===== src/rtl/cnt_mon.sv =====
// Passive reference-model checker for an up/down counter; flags count/rollover mismatches.
// Latency: err pulses the cycle after the sampling edge; no backpressure (observes only).
module cnt_mon #(
   parameter int WIDTH = 4,
   parameter int ERR_W = 8
) (
   input  logic             clk,
   input  logic             rstn,
   input  logic             chk_en,
   input  logic             clr,
   input  logic             load_en,
   input  logic [WIDTH-1:0] load,
   input  logic             down,
   input  logic [WIDTH-1:0] count,
   input  logic             rollover,
   output logic             err,
   output logic             err_sticky,
   output logic [ERR_W-1:0] err_cnt,
   output logic [ERR_W-1:0] roll_cnt,
   output logic [WIDTH-1:0] first_exp,
   output logic [WIDTH-1:0] first_act
);

   localparam logic [0:0]       SYNC    = 1'b0;
   localparam logic [0:0]       CHECK   = 1'b1;
   localparam logic [WIDTH-1:0] ONE     = {{(WIDTH-1){1'b0}}, 1'b1};
   localparam logic [ERR_W-1:0] ERR_ONE = {{(ERR_W-1){1'b0}}, 1'b1};
   localparam logic [ERR_W-1:0] ERR_MAX = '1;

   logic [0:0]       state;
   logic [WIDTH-1:0] exp_q;
   logic [WIDTH-1:0] cmp_exp;
   logic [WIDTH-1:0] exp_nxt;
   logic             exp_roll;
   logic             cnt_mis;
   logic             roll_mis;
   logic             mis;

   // In SYNC the counter has just left reset, so the reference value is 0 and
   // the model still advances so CHECK starts aligned.
   always_comb begin
      cmp_exp  = (state == CHECK) ? exp_q : '0;
      exp_roll = (state == CHECK) && !load_en &&
                 ((!down && (&exp_q)) || (down && (exp_q == '0)));
      if (load_en)   exp_nxt = load;
      else if (down) exp_nxt = cmp_exp - ONE;
      else           exp_nxt = cmp_exp + ONE;
      cnt_mis  = (count != cmp_exp);
      roll_mis = (state == CHECK) && (rollover != exp_roll);
      mis      = chk_en && (cnt_mis || roll_mis);
   end

   always_ff @(posedge clk or negedge rstn) begin
      if (!rstn) begin
         state <= SYNC;
         exp_q <= '0;
      end else begin
         state <= CHECK;
         exp_q <= exp_nxt;
      end
   end

   always_ff @(posedge clk or negedge rstn) begin
      if (!rstn) begin
         err        <= 1'b0;
         err_sticky <= 1'b0;
         err_cnt    <= '0;
         roll_cnt   <= '0;
         first_exp  <= '0;
         first_act  <= '0;
      end else if (clr) begin
         err        <= 1'b0;
         err_sticky <= 1'b0;
         err_cnt    <= '0;
         roll_cnt   <= '0;
         first_exp  <= '0;
         first_act  <= '0;
      end else begin
         err <= mis;
         if (mis && (err_cnt != ERR_MAX)) err_cnt <= err_cnt + ERR_ONE;
         if (mis && !err_sticky) begin
            err_sticky <= 1'b1;
            first_exp  <= cmp_exp;
            first_act  <= count;
         end
         if (exp_roll && (roll_cnt != ERR_MAX)) roll_cnt <= roll_cnt + ERR_ONE;
      end
   end

endmodule

===== config.mk =====
export PLATFORM = sky130hd
export DESIGN_NAME = cnt_mon
export DESIGN_NICKNAME = d
export VERILOG_FILES = /design/src/rtl/cnt_mon.sv
export SDC_FILE = /design/constraint.sdc
export NUM_CORES = 1
export LEC_CHECK = 0
export ABC_AREA = 1
export BUFFER_PORTS_ARGS = -buffer_cell sky130_fd_sc_hd__buf_2
export CAP_MARGIN = 20
export CORE_ASPECT_RATIO = 1.75
export CORE_MARGIN = 1
export CORE_UTILIZATION = 50
export CTS_BUF_LIST = sky130_fd_sc_hd__clkbuf_4 sky130_fd_sc_hd__clkbuf_8
export DETAILED_ROUTE_END_ITERATION = 7
export PLACE_DENSITY = 0.8
export RECOVER_POWER = 50
export SLEW_MARGIN = 20
export SYNTH_ARGS = -nofsm -noshare
export SYNTH_HDL_FRONTEND = slang
export SYNTH_SLANG_ARGS = --single-unit
export TNS_END_PERCENT = 30

===== constraint.sdc =====
create_clock -name clk -period 1.7 [get_ports clk]
set_clock_uncertainty 0.1 [all_clocks]
set_input_delay 0.34 -clock clk [delete_from_list [all_inputs] [get_ports clk]]
set_output_delay 0.34 -clock clk [all_outputs]
set_load 0.005 [all_outputs]

==> flow_summary_export.csv, run 1 <==
group,metric,value,unit
outcome,status,"finished, violations left",
outcome,violations,"setup timing",
yosys,synth.most_common_cell,"nand2_1",
floorplan,rows,28,
critical_path,cp_max_fo,6,
yosys,yosysUniqueCellTypes,30,
cts,clkSlewWorstSetupHoldPaths,0.06,ns
critical_path,reg2reg_from,"state",
cts,cts-buffers-inserted,5,
floorplan,coreArea,3360,um2
cts,htree_levels,2,
yosys,synth-seq-cells,31,
yosys,async_reset_ff_share,100,%
global_routing,track_usage,24.3,%
timing,drv_slew,0,
timing,slew_headroom,48.6,%
yosys,syn-num-nets,245,
drt,wl_per_cell,13.3,um
finish,post-route-cell-area,2320,um2
floorplan,fp.dieH,80.3,um
yosys,synth_top_family_by_area,"simple AND/OR/NAND/NOR gates",
timing,fmax,576,MHz
hold_path,worstHoldStart,"load[2]",
yosys,syn_inst,225,
finish,drive_gt1_share,32.4,%
cts,tritoncts,"built",
yosys,synth_area_leader_cell,"dfrtp_1",
yosys,synth_xor_area_share,4.50,%
yosys,synth_compound_area_share,5.57,%
finish,nNetsFinal,306,
critical_path,cp.required,1.78,ns
critical_path,path_cells,"inv_1 -> nor2_1 -> nand3_1 -> nand2_1 -> nand3_1 -> nand2_4 -> nand3_4 -> buf_12 -> nand3_1 -> nand2_1",
critical_path,worst-path-buf-inv,2,
place,place_ws,-0.0137,ns
critical_path,crit_path_end_kind,"flip-flop",
yosys,synth_commonest_cells,"nand2_1, dfrtp_1, nor2_1, nand3_1, inv_1",
place,place_area,2090,um2
power_and_ir_drop,power_density,771,nW/um2
drt,vias_per_cell,5.18,
critical_path,cp_slowest_cell,"dfrtp_2",
global_routing,grt_antenna_before_repair,0,
cts,insertion_delay,0.28,ns
timing,fin_ws,-0.0357,ns
timing,hold_viol_final,0,
critical_path,slowest_delay,0.43,ns
global_routing,grt_pass1_wl,6.49,mm
drt,drc,0,
yosys,synth_enable_flop_cells,0,
yosys,synthAdderAreaFrac,4.00,%
floorplan,initial_core_util,52.1,%
floorplan,ios,41,
cts,clkSinkCount,31,
critical_path,cp-start-kind,"flip-flop",
yosys,ys_warn_count,0,
cts,cts.path.max_buffers,2,
global_routing,overflow,0,
drt,firstDrtPassIters,4,
critical_path,critical-path-top-delay-family,"simple AND/OR/NAND/NOR gates",
place,gp_congestion,0.800,
hold_path,hold_path_class,"input pin to flip-flop",
critical_path,cp_common_cell,"nand3_1",
drt,vias,1720,
timing,setup_viol,14,
yosys,synth_mux_area_share,0.643,%
timing,tightest_slew,0.771,ns
yosys,synth-simple-area-share,35.1,%
place,portBuffers,40,
timing,fin_worst_hold_slack,0.169,ns
drt,wl,4.42,mm
critical_path,critPathKind,"flip-flop to flip-flop",
drt,drtAntennaViolNets,0,
drt,drt_iter0_markers,83,
finish,fill_cells,282,
yosys,ys.flop_type,"dfrtp_1",
yosys,synthTopCellsByArea,"dfrtp_1, nand2_1, nand3_1, nor2_1, inv_1",
critical_path,crit_start,"state",
timing,fin_crit_sh,102,%
floorplan,dieArea,3750,um2
place,hpwl,3.07,mm
power_and_ir_drop,power_leakage,0.00126,uW
run,maxCapViolations,0,
yosys,avgSynthCellArea,7.79,um2
critical_path,worstPathArrival,1.81,ns
finish,area_growth,32.6,%
timing,min_period,1.74,ns
global_routing,grt_max_degree,32,
yosys,ys_seq_area_share,44.3,%
cts,clockRootBuffer,"clkbuf_8",
yosys,syn-cell-area,1750,um2
finish,n_antenna_cell,0,
timing,rsz0062_at_grt,"true",
floorplan,die_w,46.7,um
power_and_ir_drop,vdd_drop_max,0.000590,V
global_routing,grt_pass1_vias,1583,
finish,fin_util,69.0,%
yosys,synth_top_area_share,44.3,%
==> cell usage in the layout, fill, tap and decap left out, types with 5 or more instances in the layout <==
cell and instances:
buf_2 40, nand2_1 58, buf_4 16, a21oi_1 6
xor2_1 7, o21ai_0 5, nand4_1 5, nand3_1 22
dfrtp_1 30, nand2_2 6, clkbuf_8 7, inv_1 18
nor2_1 26
==> sequential cells by signal, indices dropped and copies added, names as in the netlist <==
name        cells
err_cnt         8
roll_cnt        8
exp_q           4
first_act       4
first_exp       4
err             1
err_sticky      1
state           1
==> worst min-delay path, cell delays in order <==
cell and delay (ns):
buf_2 0.08, nand2_1 0.03, o21ai_0 0.06
==> final cells by class <==
cell class                 instances  area, um2  share of cell area [%]
multi-input combinational        168        935                    40.2
timing repair buffer              60        375                    16.2
clock buffer                       8        104                    4.47
inverter                          20       75.1                    3.23
sequential                        31        777                    33.5
tap                               45       56.3                    2.42
==> metrics by stage <==
stage,setup TNS (ns),power (uW),std cells
after floorplan,0,982,225
after detailed placement,-0.0354,1110,318
after CTS,0,1780,329
after global placement,-0.0152,1100,318
after global routing,-2.91,1860,332
final,-0.203,1790,332
==> final timing paths <==
kind | slack [ns] | to | cells past startpoint
max | -0.04 | err_cnt[0] | 10
min | 0.17 | exp_q[2] | 3
max reg2reg | -0.04 | err_cnt[0] | 10
min reg2reg | 0.40 | first_act[1] | 2
max in group asynchronous | 0.32 | state | 3
min in group asynchronous | 0.63 | err_cnt[6] | 3
==> timing repair <==
| action | in CTS | in global routing |
|---|---|---|
| pin swaps | 1 | 15 |
| setup buffers | 2 | 3 |
| gates resized for setup | 1 | 17 |
| hold endpoints to repair | 31 | 0 |
| hold buffers | 1 | 0 |
| endpoints found under the setup margin | 6 | 24 |
==> where the power goes <==
group	internal, uW	switching, uW
registers	776	35.7
logic	142	181
clock network	385	269
total	1300	486
==> cell families after synthesis <==
| logic type | Yosys count |
|---|---|
| AND/OR/NAND/NOR | 134 |
| adder cells (fa/ha/maj) | 5 |
| other | 1 |
| XOR/XNOR | 9 |
| AO/OA/AOI/OAI | 18 |
| multiplexers | 1 |
| flip-flops | 31 |
| buffers and inverters | 26 |
==> layer usage <==
| layer | vias up | track usage (%) | share of wire [%] | wire (um) |
|---|---|---|---|---|
| met1 | 809 | 23.3 | 35 | 1540 |
| li1 | 842 | - | - | - |
| met2 | 53 | 43.8 | 58 | 2560 |
| met4 | 0 | 14.0 | 4.1 | 180 |
| met3 | 16 | 5.39 | 3.1 | 135 |
| met5 | - | 0 | 0 | 0 |
Power figures use the tool's default switching activity.
==> run 2: changes to the inputs <==
--- a/config.mk
+++ b/config.mk
@@ -5,7 +5,6 @@
 export SDC_FILE = /design/constraint.sdc
 export NUM_CORES = 1
 export LEC_CHECK = 0
-export ABC_AREA = 1
 export BUFFER_PORTS_ARGS = -buffer_cell sky130_fd_sc_hd__buf_2
 export CAP_MARGIN = 20
 export CORE_ASPECT_RATIO = 1.75
@@ -15,6 +14,7 @@
 export DETAILED_ROUTE_END_ITERATION = 7
 export PLACE_DENSITY = 0.8
 export RECOVER_POWER = 50
+export SKIP_LAST_GASP = 1
 export SLEW_MARGIN = 20
 export SYNTH_ARGS = -nofsm -noshare
 export SYNTH_HDL_FRONTEND = slang
==> run 2 against run 1 <==
  * The run still ends with setup timing left
  * First-iteration DRC count down 49%
  * Critical path depth down 3
  * Synthesized cell count down 24%
  * Hold slack worse by 0.0035 ns
  * Wire length up 4.0%
  * Clock power down 10%
  * Critical endpoint is now first_exp[1]
  * Non-clock buffer count up 18
  * Highest routed layer unchanged
==> flow_summary_export.csv, run 2 <==
group,metric,value,unit
critical_path,crit_start,"exp_q[2]",
power_and_ir_drop,power_density,726,nW/um2
finish,fin_util,73.7,%
critical_path,cp-start-kind,"flip-flop",
timing,min_period,2.04,ns
yosys,ys_warn_count,0,
timing,tightest_slew,0.874,ns
global_routing,grt_max_degree,19,
critical_path,cp_max_fo,9,
yosys,synth_enable_flop_cells,0,
power_and_ir_drop,sw_frac_of_total,27.9,%
finish,nNetsFinal,268,
timing,fin_worst_hold_slack,0.166,ns
yosys,synthTopCellsByArea,"dfrtp_1, mux2i_1, nor2_1, xor2_1, ha_1",
finish,drive_gt1_share,44.2,%
finish,seqCellArea,779,um2
critical_path,crit_end,"first_exp[1]",
yosys,synth_top_area_share,44.7,%
global_routing,grt_pass1_wl,7.39,mm
cts,tritoncts,"built",
run,maxCapViolations,0,
finish,fill_cells,223,
drt,vias,1654,
drt,wl,4.59,mm
timing,fmax,491,MHz
floorplan,initial_core_util,52.1,%
power_and_ir_drop,vdd_drop_max,0.000557,V
cts,clockRootBuffer,"clkbuf_8",
finish,post-route-cell-area,2450,um2
floorplan,ios,41,
drt,drtAntennaViolNets,0,
outcome,violations,"setup timing",
cts,clkSlewWorstSetupHoldPaths,0.06,ns
yosys,syn-cell-area,1730,um2
drt,wl_per_cell,15.6,um
cts,insertion_delay,0.28,ns
drt,firstDrtPassIters,5,
critical_path,reg2reg_from,"exp_q[2]",
timing,fin_crit_sh,120,%
timing,slew_headroom,41.7,%
critical_path,reg2reg_slack,-0.34,ns
yosys,synth_commonest_cells,"dfrtp_1, nor2_1, nand2_1, mux2i_1",
global_routing,grt_antenna_before_repair,0,
outcome,status,"finished, violations left",
yosys,synth-seq-cells,31,
finish,top_regs,"err_cnt: 8 flops, roll_cnt: 8 flops",
global_routing,grt_pass1_vias,1701,
yosys,yosysUniqueCellTypes,47,
cts,cts.path.max_buffers,2,
timing,rsz0062_at_grt,"true",
power_and_ir_drop,internal_power,1280,uW
floorplan,rows,28,
yosys,avgSynthCellArea,10.2,um2
cts,htree_levels,2,
floorplan,die_w,46.5,um
place,place_ws,-0.421,ns
drt,drt_iter0_markers,42,
yosys,synth_area_leader_cell,"dfrtp_1",
yosys,async_reset_ff_share,100,%
critical_path,critPathKind,"flip-flop to flip-flop",
timing,setup_viol,28,
place,place_area,2230,um2
finish,multiInputGateArea,995,um2
drt,drc,0,
power_and_ir_drop,power.net_switching,496,uW
power_and_ir_drop,clkPwrFrac,32.9,%
yosys,ys.flop_type,"dfrtp_1",
critical_path,worstPathArrival,2.09,ns
place,portBuffers,40,
cts,clkSinkCount,31,
critical_path,crit_path_end_kind,"flip-flop",
place,gp_congestion,0.912,
global_routing,overflow,0,
floorplan,fp.dieH,79.9,um
hold_path,hold_path_class,"input pin to flip-flop",
critical_path,cp.required,1.76,ns
finish,n_antenna_cell,0,
power_and_ir_drop,p_seq_share,45.4,%
floorplan,coreArea,3330,um2
power_and_ir_drop,pwr-share-comb,21.7,%
timing,fin_ws,-0.336,ns
timing,drv_slew,0,
yosys,synth.most_common_cell,"dfrtp_1",
cts,cts-buffers-inserted,5,
critical_path,r2r_end,"first_exp[1]",
timing,hold_viol_final,0,
floorplan,dieArea,3720,um2
yosys,ys_seq_area_share,44.7,%
yosys,syn-num-nets,190,
place,hpwl,3.08,mm
drt,vias_per_cell,5.63,
power_and_ir_drop,power_leakage,0.00126,uW
finish,final_cell_mix,"buf_2, buf_4, dfrtp_1, nor2_1, nand2_1",
power_and_ir_drop,power,1780,uW
critical_path,rr_worst_depth,7,
yosys,syn_inst,170,
finish,layout_commonest_cell,"buf_2",
global_routing,track_usage,28.2,%
finish,area_growth,41.4,%
## run 2: worst min path at each step
stage               cells after the start           end    start  slack [ns]
global route                            2      exp_q[3]  load[3]        0.20
CTS                                     3      exp_q[2]  load[2]        0.16
detailed placement                      1  first_act[3]     rstn        0.18
global placement                        1  first_act[3]     rstn        0.18
finish                                  3      exp_q[2]  load[2]        0.17
floorplan                               0           err     rstn       -0.06
## run 2: cell type report
type	instances	share of cell area, %
inverter	6	0.918
clock inverter	1	0.204
tap	45	2.30
timing repair buffer	78	20.8
sequential	31	31.8
multi-input combinational	126	40.6
clock buffer	7	3.42
## run 2: critical path, cell delays in order, from the launching register on
cell	delay [ns]
dfrtp_1	0.44
nor2_2	0.16
nand4_1	0.20
and4_4	0.24
o311ai_4	0.33
buf_12	0.18
mux2i_1	0.20
nor2_1	0.06
## run 2: through the flow
step	cells	setup TNS [ns]
floorplan	170	-4.02
global placement	278	-6.61
detailed placement	278	-8.00
CTS	293	-5.32
global route	294	-10.22
finish	294	-6.63
## run 2: kinds of logic (layout without fill, tap and decap cells)
| logic type | count (synthesis) | count (layout) | synth area share (%) |
|---|---|---|---|
| AOI/OAI and AO/OA | 21 | 21 | 10.9 |
| xor gates and xnor gates | 13 | 13 | 6.57 |
| muxes | 14 | 14 | 8.44 |
| buffers and inverters | 13 | 92 | 3.32 |
| and+or+nand+nor | 72 | 72 | 21.8 |
| other | 1 | 1 | 0.216 |
| adders and majority gates | 5 | 5 | 4.04 |
| DFF | 31 | 31 | 44.7 |
## run 2: power by group through the flow
stage | combinational (uW) | clock (uW) | sequential, uW
2_1_floorplan | 182 | 0 | 810
3_3_place_gp | 326 | 0 | 814
3_5_place_dp | 336 | 0 | 816
4_1_cts | 365 | 589 | 804
5_1_grt | 422 | 626 | 812
6_report | 386 | 586 | 808
## run 2: what timing repair did
action	in CTS	in global routing
endpoints found under the setup margin	27	28
setup buffers	6	1
hold endpoints to repair	15	0
hold buffers	1	0
pin swaps	19	1
gates resized for setup	15	5
## run 2: routing by layer
layer  global-route usage (%)  share of wire, %  vias up
met5                        0                 0        -
met4                     17.6               4.1        0
met3                     5.43               4.5       19
met2                     49.7                56       63
met1                     27.9                36      818
li1                         -                 -      754
